===== src/rtl/muldiv_pkg.sv =====
// muldiv_pkg: shared op/state encodings and default width for the multiply/divide unit
package muldiv_pkg;
    localparam int DEFAULT_WIDTH = 32;
    localparam logic [1:0] OP_MULTU = 2'b00;
    localparam logic [1:0] OP_MULT  = 2'b01;
    localparam logic [1:0] OP_DIVU  = 2'b10;
    localparam logic [1:0] OP_DIV   = 2'b11;
    typedef enum logic [1:0] {
        ST_IDLE = 2'd0,
        ST_CALC = 2'd1,
        ST_FIX  = 2'd2
    } state_t;
endpackage


===== src/rtl/muldiv_sign_fix.sv =====
// muldiv_sign_fix: two's-complement negate-on-request, used for operand magnitudes and result sign correction
module muldiv_sign_fix import muldiv_pkg::*; #(
    parameter int W = DEFAULT_WIDTH
) (
    input  logic [W-1:0] val_i,
    input  logic         neg_i,
    output logic [W-1:0] res_o
);
    assign res_o = neg_i ? -val_i : val_i;
endmodule


===== src/rtl/muldiv_unit.sv =====
// muldiv_unit: iterative shift-add multiply / restoring divide owning HI and LO; MULDIV_EARLY_OUT_EN enables multiply early exit
module muldiv_unit import muldiv_pkg::*; #(
    parameter int WIDTH = DEFAULT_WIDTH,
    parameter int CNT_W = 6
) (
    input  logic             clk,
    input  logic             rst_n,
    input  logic             start,
    input  logic [1:0]       op,
    input  logic [WIDTH-1:0] A,
    input  logic [WIDTH-1:0] B,
    input  logic             wr_hi,
    input  logic             wr_lo,
    input  logic [WIDTH-1:0] wdata,
    output logic             busy,
    output logic             done,
    output logic [WIDTH-1:0] hi,
    output logic [WIDTH-1:0] lo
);
`ifdef MULDIV_EARLY_OUT_EN
    localparam bit EARLY_OUT = 1'b1;
`else
    localparam bit EARLY_OUT = 1'b0;
`endif
    state_t             state_q, state_d;
    logic [1:0]         op_q, op_d;
    logic [CNT_W-1:0]   cnt_q, cnt_d;
    logic [2*WIDTH-1:0] acc_q, acc_d, sh_q, sh_d;
    logic [WIDTH-1:0]   b_q, b_d, hi_q, hi_d, lo_q, lo_d;
    logic               neg_q, neg_d, rneg_q, rneg_d, done_q, done_d;
    logic               sa, sb, b_zero, skip, last, ok;
    logic [WIDTH-1:0]   mag_a, mag_b, quo, rem, new_rem;
    logic [2*WIDTH-1:0] prod;
    logic [WIDTH:0]     top;

    assign sa     = op[0] & A[WIDTH-1];
    assign sb     = op[0] & B[WIDTH-1];
    assign b_zero = (B == '0);
    assign skip   = b_zero & (op[1] | EARLY_OUT);

    muldiv_sign_fix #(.W(WIDTH))   u_mag_a (.val_i(A), .neg_i(sa), .res_o(mag_a));
    muldiv_sign_fix #(.W(WIDTH))   u_mag_b (.val_i(B), .neg_i(sb), .res_o(mag_b));
    muldiv_sign_fix #(.W(2*WIDTH)) u_prod  (.val_i(acc_q), .neg_i(neg_q), .res_o(prod));
    muldiv_sign_fix #(.W(WIDTH))   u_quo   (.val_i(acc_q[WIDTH-1:0]), .neg_i(neg_q), .res_o(quo));
    muldiv_sign_fix #(.W(WIDTH))   u_rem   (.val_i(acc_q[2*WIDTH-1:WIDTH]), .neg_i(rneg_q), .res_o(rem));

    // restoring-divide step: shifted partial remainder against the divisor magnitude
    assign top     = acc_q[2*WIDTH-1:WIDTH-1];
    assign ok      = top >= {1'b0, b_q};
    assign new_rem = ok ? WIDTH'(top - {1'b0, b_q}) : top[WIDTH-1:0];
    // last iteration: counter exhausted, or (early-out) no multiplier bits left after this one
    assign last    = (cnt_q == CNT_W'(WIDTH - 1)) | (EARLY_OUT & ~op_q[1] & (b_q[WIDTH-1:1] == '0));

    assign busy = (state_q != ST_IDLE);
    assign done = done_q;
    assign hi   = hi_q;
    assign lo   = lo_q;

    // next-state, datapath and HI/LO update
    always_comb begin
        state_d = state_q;
        op_d    = op_q;
        cnt_d   = cnt_q;
        acc_d   = acc_q;
        sh_d    = sh_q;
        b_d     = b_q;
        neg_d   = neg_q;
        rneg_d  = rneg_q;
        hi_d    = hi_q;
        lo_d    = lo_q;
        done_d  = 1'b0;
        case (state_q)
            ST_IDLE: begin
                if (start) begin
                    op_d    = op;
                    cnt_d   = '0;
                    b_d     = mag_b;
                    sh_d    = {{WIDTH{1'b0}}, mag_a};
                    neg_d   = sa ^ sb;
                    rneg_d  = sa;
                    acc_d   = op[1] ? {{WIDTH{1'b0}}, mag_a} : '0;
                    state_d = skip ? ST_FIX : ST_CALC;
                    if (op[1] && b_zero) begin
                        acc_d  = {A, {WIDTH{1'b1}}};
                        neg_d  = 1'b0;
                        rneg_d = 1'b0;
                    end
                end else begin
                    hi_d = wr_hi ? wdata : hi_q;
                    lo_d = wr_lo ? wdata : lo_q;
                end
            end
            ST_CALC: begin
                cnt_d   = cnt_q + 1'b1;
                state_d = last ? ST_FIX : ST_CALC;
                if (op_q[1]) begin
                    acc_d = {new_rem, acc_q[WIDTH-2:0], ok};
                end else begin
                    acc_d = b_q[0] ? acc_q + sh_q : acc_q;
                    sh_d  = sh_q << 1;
                    b_d   = b_q >> 1;
                end
            end
            default: begin
                {hi_d, lo_d} = op_q[1] ? {rem, quo} : prod;
                done_d  = 1'b1;
                state_d = ST_IDLE;
            end
        endcase
    end

    // state and architectural registers
    always_ff @(posedge clk or negedge rst_n) begin
        if (!rst_n) begin
            state_q <= ST_IDLE;
            op_q    <= '0;
            cnt_q   <= '0;
            acc_q   <= '0;
            sh_q    <= '0;
            b_q     <= '0;
            neg_q   <= 1'b0;
            rneg_q  <= 1'b0;
            hi_q    <= '0;
            lo_q    <= '0;
            done_q  <= 1'b0;
        end else begin
            state_q <= state_d;
            op_q    <= op_d;
            cnt_q   <= cnt_d;
            acc_q   <= acc_d;
            sh_q    <= sh_d;
            b_q     <= b_d;
            neg_q   <= neg_d;
            rneg_q  <= rneg_d;
            hi_q    <= hi_d;
            lo_q    <= lo_d;
            done_q  <= done_d;
        end
    end
endmodule


===== config.mk =====
export PLATFORM = sky130hd
export DESIGN_NAME = muldiv_unit
export DESIGN_NICKNAME = d
export VERILOG_FILES = /design/src/rtl/muldiv_pkg.sv /design/src/rtl/muldiv_sign_fix.sv /design/src/rtl/muldiv_unit.sv
export SDC_FILE = /design/constraint.sdc
export NUM_CORES = 1
export LEC_CHECK = 0
export BUFFER_PORTS_ARGS = -buffer_cell sky130_fd_sc_hd__buf_2
export CAP_MARGIN = 0
export CORE_UTILIZATION = 33
export CTS_BUF_LIST = sky130_fd_sc_hd__clkbuf_4 sky130_fd_sc_hd__clkbuf_8 sky130_fd_sc_hd__clkbuf_16
export DETAILED_ROUTE_END_ITERATION = 6
export PLACE_DENSITY_LB_ADDON = 0.05
export SYNTH_ARGS = -nofsm -noshare
export SYNTH_HDL_FRONTEND = slang
export SYNTH_SLANG_ARGS = --single-unit

===== constraint.sdc =====
create_clock -name clk -period 6.8 [get_ports clk]
set_input_delay 0.34 -clock clk [delete_from_list [all_inputs] [get_ports clk]]
set_output_delay 0.34 -clock clk [all_outputs]
set_load 0.02 [all_outputs]

==> reports/summary.log, run 1 <==
qor: final_layout.final-instance-count-excl-fill 3419
qor: worst_setup_path.timing.critical_path.from acc_q[0]$_DFFE_PN0P_
qor: routing.post_drt_via_cell_ratio 5.70
qor: routing.met1Wirelength 37600 um
qor: logic_synthesis.dominant_combinational_cell_family_by_area_after_synthesis compound AO/OA/AOI/OAI gates
qor: timing.layout_setup_ws 2330 ps
qor: logic_synthesis.synth.yosys.seq_area_share 30.0%
qor: routing.drt_drc_violations_left 0
qor: pwr.p_per_area 575 nW/um2
qor: min_path.hold_path_startpoint A[4]
qor: placement.globalplace.congestion 0.916
qor: routing.detail_route.first_pass.iterations 6
qor: clock_tree.tritoncts yes
qor: worst_setup_path.timing.rr.start acc_q[0]$_DFFE_PN0P_
qor: min_path.worstHoldPathType primary input to flop
qor: logic_synthesis.synthDominantAreaCellType dfrtp_1
qor: final_layout.most_common_cell_after_layout_fill_and_taps_aside nand2_1
qor: pwr.cellLeakagePower 9.79 nW
qor: global_routing.grt_antenna_before_repair 0
qor: routing.topRoutingLayerUsed met4
qor: logic_synthesis.syn-cell-area 19700 um2
qor: global_routing.grt_pass1_vias 18800
qor: routing.drt-total-wl 82300 um
qor: floorplanning.starting_density_of_the_core 33.4%
qor: final_layout.commonest_non_fill_non_tap_cells_in_the_layout 321 x nand2_1, 271 x o21ai_0, 269 x a21oi_1
qor: timing.tns 0 ps
qor: clock_tree.quantity_of_gates_resized_following_cts 0
qor: placement.dp_slack 2370 ps
qor: logic_synthesis.post_synth.cell_area_avg 7.70 um2
qor: floorplanning.floorplan.io_pins 169
qor: timing.report.final.setup_viol 0
qor: routing.drt-initial-drc-count 1456
qor: global_routing.grt_first_pass_wirelength 123000 um
qor: logic_synthesis.synth_cell_type_count 69
qor: final_layout.fin_area 22200 um2
qor: timing.setup_repair_after_global_routing_missed_its_margin no
qor: clock_tree.clk_pin_slew_worst_paths 60 ps
qor: run.cap_viol_max_count 0
qor: clock_tree.cts_inserted_buffers 30
qor: worst_setup_path.critical_path_capture_point_type flop
qor: routing.average_wire_per_standard_cell 24.1 um
qor: logic_synthesis.synthesis.nets 2762
qor: floorplanning.std_cell_rows 89
qor: logic_synthesis.yosys_most_used_dff dfrtp_1
qor: final_layout.nNetsFinal 2830
qor: global_routing.grt_util_all_layers 26.8%
qor: routing.routed-via-count 19500
qor: routing.antenna_nets_post_route 0
qor: floorplanning.core_region_area 59000 um2
qor: logic_synthesis.post_synth_and_or_nand_nor_area_fraction 19.1%
qor: logic_synthesis.post_synthesis_instance_total 2557
qor: global_routing.globalRouteOverflowTotal 0
qor: global_routing.pin_count_of_the_biggest_net_entering_global_routing 147
qor: logic_synthesis.synthXorXnorAreaFrac 8.85%
qor: worst_setup_path.setup.worst_path.start_class flop
qor: pwr.worst_ir_drop_vdd 332 uV
qor: worst_setup_path.timing_worst_setup_path_type flop to flop
qor: worst_setup_path.worstPathMaxFanout 5
qor: final_layout.flow.area_growth_from_synthesis 12.9%
qor: timing.hold_violations 0
qor: timing.max_slew.worst_pin.slew 1140 ps
qor: worst_setup_path.critPathArrivalTime 5000 ps
qor: floorplanning.fp.dieArea 60700 um2
qor: final_layout.diodes 0
qor: routing.route.met2.wl 38200 um
qor: logic_synthesis.synth_async_sr_flop_share 100%
qor: logic_synthesis.ys_warn_count 0
qor: logic_synthesis.synth_register_bits 236
qor: outcome.outcome completed
qor: logic_synthesis.synth_compound_area_share 29.0%
qor: logic_synthesis.synth_top_area_share 30.0%
qor: clock_tree.insertion_delay 620 ps
qor: routing.dr_wl_met3 3890 um
qor: placement.dpl.cell_count 3363
qor: clock_tree.cts.root.buffer_cell clkbuf_16
qor: logic_synthesis.synth_adder_area_share 6.55%
qor: clock_tree.h-tree-depth 1
qor: floorplanning.die_height 246 um
qor: logic_synthesis.top_cells_by_area_synth dfrtp_1 30%, a21oi_1 6.9%, o21ai_0 6.9%
qor: placement.port_buffers 168
qor: floorplanning.fp.dieW 246 um
qor: timing.fmax 0.224 GHz
qor: logic_synthesis.yosys-mux-area-fraction 2.18%
qor: timing.finalWorstPathRequiredPeriod 4470 ps
qor: clock_tree.cts_max_path_buffers 3
qor: logic_synthesis.number_of_enable_flip_flop_cells_after_synthesis 0
qor: timing.slew_headroom 24.2%
qor: final_layout.post_route_cells_drive_above_1_share 11.1%
qor: timing.fin_worst_skew 15.7 ps
qor: timing.slew_viol_final 0
qor: timing.finalCritPeriodShare 65.8%
qor: clock_tree.cts_sinks 236
qor: placement.placement.cell_area 21200 um2
qor: worst_setup_path.worst_ep_required_time 7330 ps
qor: placement.dpl.hpwl 63500 um
-- what timing repair did --
item | in CTS | in global routing
setup endpoints to repair | 0 | 0
hold endpoints to repair | 92 | 0
hold buffers | 3 | 0
buffers inserted | 0 | 0
-- synth_stat cells (8+ instances only) --
library cell and instances:
nand2_1 321, a21oi_1 271, o21ai_0 271, nor2_1 243, dfrtp_1 236, clkbuf_1 146
xor2_1 103, ha_1 100, xnor2_1 96, a21o_1 69, inv_1 65, a211oi_1 53
o31ai_1 48, nand3_1 41, nor3_1 41, a22o_1 35, mux2i_1 35, a31oi_1 30
nand2b_1 26, or3_1 26, and3_1 22, a221oi_1 18, nor2b_1 18, o211ai_1 18
buf_1 17, nand4_1 17, or4_1 17, o21bai_1 16, and2_1 13, o41ai_1 12
or2_2 12, nor4_1 11, o21a_1 8
-- area by class of cell --
type | instances | area [um2]
fill | 6328 | 36800
tap | 773 | 967
sequential | 236 | 5910
timing repair buffer | 199 | 1100
clock inverter | 8 | 104
inverter | 65 | 244
multi-input combinational | 2093 | 13000
clock buffer | 45 | 920
-- sequential cells by signal, indices dropped and copies added, names as in the netlist, 2 cells and up --
signal and count:
state_q 2, cnt_q 6, lo 32, hi 32, b_q 32, sh_q 64, acc_q 64
-- path summary, 6_finish.rpt --
path | slack, ps | depth (start not counted) | end
worst max-delay path | 2330 | 13 | acc_q[58]$_DFFE_PN0P_
worst min-delay path | 40 | 3 | acc_q[36]$_DFFE_PN0P_
worst max register to register | 2330 | 13 | acc_q[58]$_DFFE_PN0P_
worst min register to register | 470 | 1 | lo[13]$_DFFE_PN0P_
max in group asynchronous | 4940 | 3 | op_q[1]$_DFFE_PN0P_
min in group asynchronous | 300 | 2 | sh_q[10]$_DFFE_PN0P_
-- metrics by stage --
step	utilization, %	hold slack, ps	power (mW)
global route	37.7	25.8	13.8
finish	37.7	36.0	12.8
global placement	35.9	419	11.0
detailed placement	35.9	421	11.1
floorplan	-	44.4	8.33
CTS	37.7	8.04	12.8
-- where the power goes --
group | total, mW | internal, mW | switching, mW
Combinational | 8.16 | 2.94 | 5.23
Sequential | 2.92 | 2.00 | 0.914
Clock | 1.70 | 1.00 | 0.703
Total | 12.8 | 5.94 | 6.84
-- worst max-delay path, stage by stage (launching register included) --
cell,delay [ps]
dfrtp_1,420
ha_1,270
fa_1,420
a21oi_1,230
nor2_1,90
o2111ai_1,520
a31oi_1,230
o31ai_1,600
o22ai_1,300
a211oi_1,560
o21bai_1,180
xnor2_1,170
o221a_2,250
nor3_1,120
-- kinds of logic after synthesis --
| family | count (synthesis) |
|---|---|
| DFF | 236 |
| and+or+nand+nor | 830 |
| buffers and inverters | 228 |
| AOI/OAI and AO/OA | 920 |
| xor gates and xnor gates | 199 |
| muxes | 42 |
| adders and majority gates | 102 |
-- layer usage --
metal / track usage [%] / up-vias
li1: - / 9384
met1: 36.4 / 9457
met2: 44.5 / 571
met3: 2.69 / 84
met4: 8.59 / 0
met5: 0 / -
(Power assumes the default switching activity.)
==> run 2, diff against run 1 <==
--- a/config.mk
+++ b/config.mk
@@ -5,6 +5,7 @@
 export SDC_FILE = /design/constraint.sdc
 export NUM_CORES = 1
 export LEC_CHECK = 0
+export ABC_AREA = 1
 export BUFFER_PORTS_ARGS = -buffer_cell sky130_fd_sc_hd__buf_2
 export CAP_MARGIN = 0
 export CORE_UTILIZATION = 33
==> constraint.sdc (replaced) <==
create_clock -name clk -period 4.3 [get_ports clk]
set_input_delay 0.215 -clock clk [delete_from_list [all_inputs] [get_ports clk]]
set_output_delay 0.215 -clock clk [all_outputs]
set_load 0.02 [all_outputs]
==> reports/summary.log, run 2 <==
qor: outcome.outcome complete, but fails checks
qor: outcome.violations DRC
qor: final_layout.most_common_cell_after_layout_fill_and_taps_aside nand2_1
qor: clock_tree.cts_sinks 236 [unchanged]
qor: min_path.hold_path_startpoint B[17]
qor: floorplanning.fp.dieW 271 um [+10%]
qor: clock_tree.clk_pin_slew_worst_paths 60 ps [about the same]
qor: clock_tree.cts.hold.buffers_added 38 [+35]
qor: final_layout.leading_registers_by_flop_count acc_q (64), sh_q (64)
qor: placement.dpl.hpwl 98500 um [+55%]
qor: final_layout.commonest_non_fill_non_tap_cells_in_the_layout 1128 x nand2_1, 594 x inv_1, 520 x nor2_1
qor: timing.fin_worst_skew 45.7 ps [+30.0 ps]
qor: timing.tns 0 ps [unchanged]
qor: worst_setup_path.worstReg2RegEnd acc_q[58]$_DFFE_PN0P_
qor: clock_tree.cts_inserted_buffers 31 [+3.3%]
qor: floorplanning.std_cell_rows 98 [+10%]
qor: global_routing.grt_antenna_before_repair 4 [+4]
qor: global_routing.grt_pass1_vias 25900 [+38%]
qor: logic_synthesis.synthesis.nets 4273 [+55%]
qor: timing.max_slew.worst_pin.slew 1020 ps [-120 ps]
qor: worst_setup_path.timing_worst_setup_path_type flop to flop
qor: worst_setup_path.worst_r2r_path_depth 13 [unchanged]
qor: worst_setup_path.cp_top_family simple AND/OR/NAND/NOR gates
qor: worst_setup_path.crit_path_top_delay_cell dfrtp_1
qor: routing.drt_drc_violations_left 5 [+5]
qor: routing.drt-initial-drc-count 3021 [+110%]
qor: logic_synthesis.synthDominantAreaCellType dfrtp_1
qor: routing.routed-via-count 27500 [+41%]
qor: worst_setup_path.timing.rr.start acc_q[44]$_DFFE_PN0P_
qor: logic_synthesis.ys_warn_count 0 [unchanged]
qor: worst_setup_path.critPathBufInv 0 [unchanged]
qor: clock_tree.cts_max_path_buffers 3 [unchanged]
qor: floorplanning.floorplan.io_pins 169 [unchanged]
qor: timing.finalWorstPathRequiredPeriod 3440 ps [-1030 ps]
qor: worst_setup_path.timing.critical_path.from acc_q[44]$_DFFE_PN0P_
qor: min_path.worstHoldEndpoint b_q[17]$_DFFE_PN0P_
qor: worst_setup_path.crit_path_frequent_cell nand2_1
qor: clock_tree.cts.root.buffer_cell clkbuf_16
qor: worst_setup_path.r2r_setup_slack 860 ps [-1470 ps]
qor: worst_setup_path.worst_ep_required_time 4790 ps [-2540 ps]
qor: global_routing.pin_count_of_the_biggest_net_entering_global_routing 90 [-39%]
qor: routing.antenna_nets_post_route 0 [unchanged]
qor: logic_synthesis.post_synthesis_instance_total 4068 [+59%]
qor: timing.hold_violations 0 [unchanged]
qor: logic_synthesis.synth_cell_type_count 56 [-19%]
qor: timing.report.final.setup_viol 0 [unchanged]
qor: placement.port_buffers 168 [unchanged]
qor: placement.globalplace.congestion 1.00 [+9.5%]
qor: timing.slew_viol_final 0 [unchanged]
qor: worst_setup_path.critPathArrivalTime 3930 ps [-1070 ps]
qor: logic_synthesis.top_cells_by_area_synth dfrtp_1 25%, nand2_1 18%, inv_1 9.4%
qor: routing.post_drt_via_cell_ratio 5.29 [-7.3%]
qor: global_routing.grt_util_all_layers 32.0% [+5.2 points]
qor: min_path.worstHoldPathType primary input to flop
qor: global_routing.grt_first_pass_wirelength 175000 um [+42%]
qor: logic_synthesis.yosys_most_used_dff dfrtp_1
qor: timing.fmax 0.291 GHz [+30%]
qor: floorplanning.core_region_area 71600 um2 [+21%]
qor: logic_synthesis.number_of_enable_flip_flop_cells_after_synthesis 0 [unchanged]
qor: clock_tree.h-tree-depth 1 [unchanged]
qor: global_routing.globalRouteOverflowTotal 0 [unchanged]
qor: worst_setup_path.setup.worst_path.start_class flop
qor: logic_synthesis.yosysMostFrequentCell nand2_1
qor: min_path.worstHoldPathCells 5 [+2]
qor: routing.detail_route.first_pass.iterations 7 [+1]
qor: routing.drt-total-wl 120000 um [+46%]
qor: logic_synthesis.syn-cell-area 23900 um2 [+21%]
qor: logic_synthesis.synth_async_sr_flop_share 100% [unchanged]
qor: clock_tree.insertion_delay 640 ps [+20 ps]
qor: clock_tree.quantity_of_gates_resized_following_cts 0 [unchanged]
qor: floorplanning.die_height 271 um [+10%]
qor: logic_synthesis.yosys-top-cells-count 1129 x nand2_1, 596 x inv_1, 520 x nor2_1
qor: logic_synthesis.post_synth.cell_area_avg 5.87 um2 [-24%]
qor: timing.setup_repair_after_global_routing_missed_its_margin no
qor: timing.slew_headroom 32.1% [+8.0 points]
qor: worst_setup_path.crit_path_max_incr_delay 740 ps [+140 ps]
qor: run.cap_viol_max_count 0 [unchanged]
qor: logic_synthesis.synth.yosys.seq_area_share 24.7% [-5.3 points]
qor: worst_setup_path.critical_path_capture_point_type flop
qor: clock_tree.tritoncts yes
qor: final_layout.post_route_cells_drive_above_1_share 8.08% [-3.0 points]
qor: logic_synthesis.synth_register_bits 236 [unchanged]
qor: routing.average_wire_per_standard_cell 23.1 um [-3.9%]
qor: final_layout.nNetsFinal 4426 [+56%]
qor: floorplanning.starting_density_of_the_core 33.4% [about the same]
qor: clock_tree.cts_post_setup_buffers_inserted 0 [unchanged]
qor: worst_setup_path.path_cells ha_1, nand2_1, nor2_1, a21oi_1, nand2_1, nand2_2, nand2_4, nand2_1, o21ai_0, nand2_1, nand3_1, nand2_1, nand2_1
qor: logic_synthesis.synth_top_area_share 24.7% [-5.3 points]
qor: worst_setup_path.worstPathMaxFanout 34 [+29]
qor: final_layout.flow.area_growth_from_synthesis 13.9%
qor: timing.finalCritPeriodShare 80.0% [+14 points]
qor: floorplanning.fp.dieArea 73500 um2 [+21%]
-- run 2: changes by cell type after synthesis, sizes merged, moves of 74 or more --
| cell | previous run | this run |
|---|---|---|
| nand2 | 321 | 1137 |
| inv | 65 | 607 |
| nand3 | 41 | 378 |
| nor2 | 243 | 541 |
| a21oi | 271 | 367 |
| xnor2 | 96 | 9 |
| clkbuf | 146 | 72 |
-- run 2: routing by layer --
layer,up-vias,share of wire (%),GRT usage [%]
li1,13500,-,-
met1,12800,44,42.3
met2,975,46,53.5
met3,193,6.0,4.01
met4,4,4.0,11.1
met5,-,0.017,0
-- run 2: how the worst max path moves through the flow --
stage	to	slack, ps	cells after the start
detailed placement	acc_q[58]$_DFFE_PN0P_	980	13
CTS	acc_q[58]$_DFFE_PN0P_	960	15
global route	acc_q[58]$_DFFE_PN0P_	610	13
finish	acc_q[58]$_DFFE_PN0P_	860	13
global placement	acc_q[0]$_DFFE_PN0P_	1090	13
floorplan	acc_q[30]$_DFFE_PN0P_	2080	15
-- run 2: area by class of cell --
type / count / area, um2
fill: 8163 / 44400
inverter: 608 / 2290
sequential: 236 / 5910
timing repair buffer: 254 / 1640
multi-input combinational: 3090 / 15100
tap: 950 / 1190
antenna: 1 / 2.50
clock inverter: 9 / 95.1
clock buffer: 47 / 958
-- run 2: cell families (layout without fill, tap and decap cells) --
group	after synthesis	count (layout)	share of synthesized area, %
adders and majority gates	102	102	5.41
muxes	1	1	0.0419
other	0	1	0
buffers and inverters	742	918	12.0
and+or+nand+nor	2179	2179	38.1
DFF	236	236	24.7
AOI/OAI and AO/OA	732	732	16.9
xor gates and xnor gates	76	76	2.79
-- run 2: per-stage QoR --
| step | cell area, um2 | hold slack (ps) | util (%) | worst slack [ps] | cells |
|---|---|---|---|---|---|
| after floorplan | 23900 | -80.6 | - | 2080 | 4068 |
| final | 27200 | 24.5 | 38.0 | 858 | 5195 |
| after detailed placement | 25800 | 296 | 36.0 | 979 | 5100 |
| after CTS | 27200 | 3.54 | 38.0 | 955 | 5194 |
| after global routing | 27200 | 66.2 | 38.0 | 613 | 5194 |
| after global placement | 25800 | 301 | 36.0 | 1090 | 5100 |
-- run 2: tightest hold or removal path, delay by kind of cell --
kind	cells	cell delay (ps)
simple gates	2	110
compound gates	2	160
buf+inv	1	110
Power of run 2 is left out: the tool's default activity adds up to more than one toggle a clock period on the data nets, which glitch-free logic cannot reach.
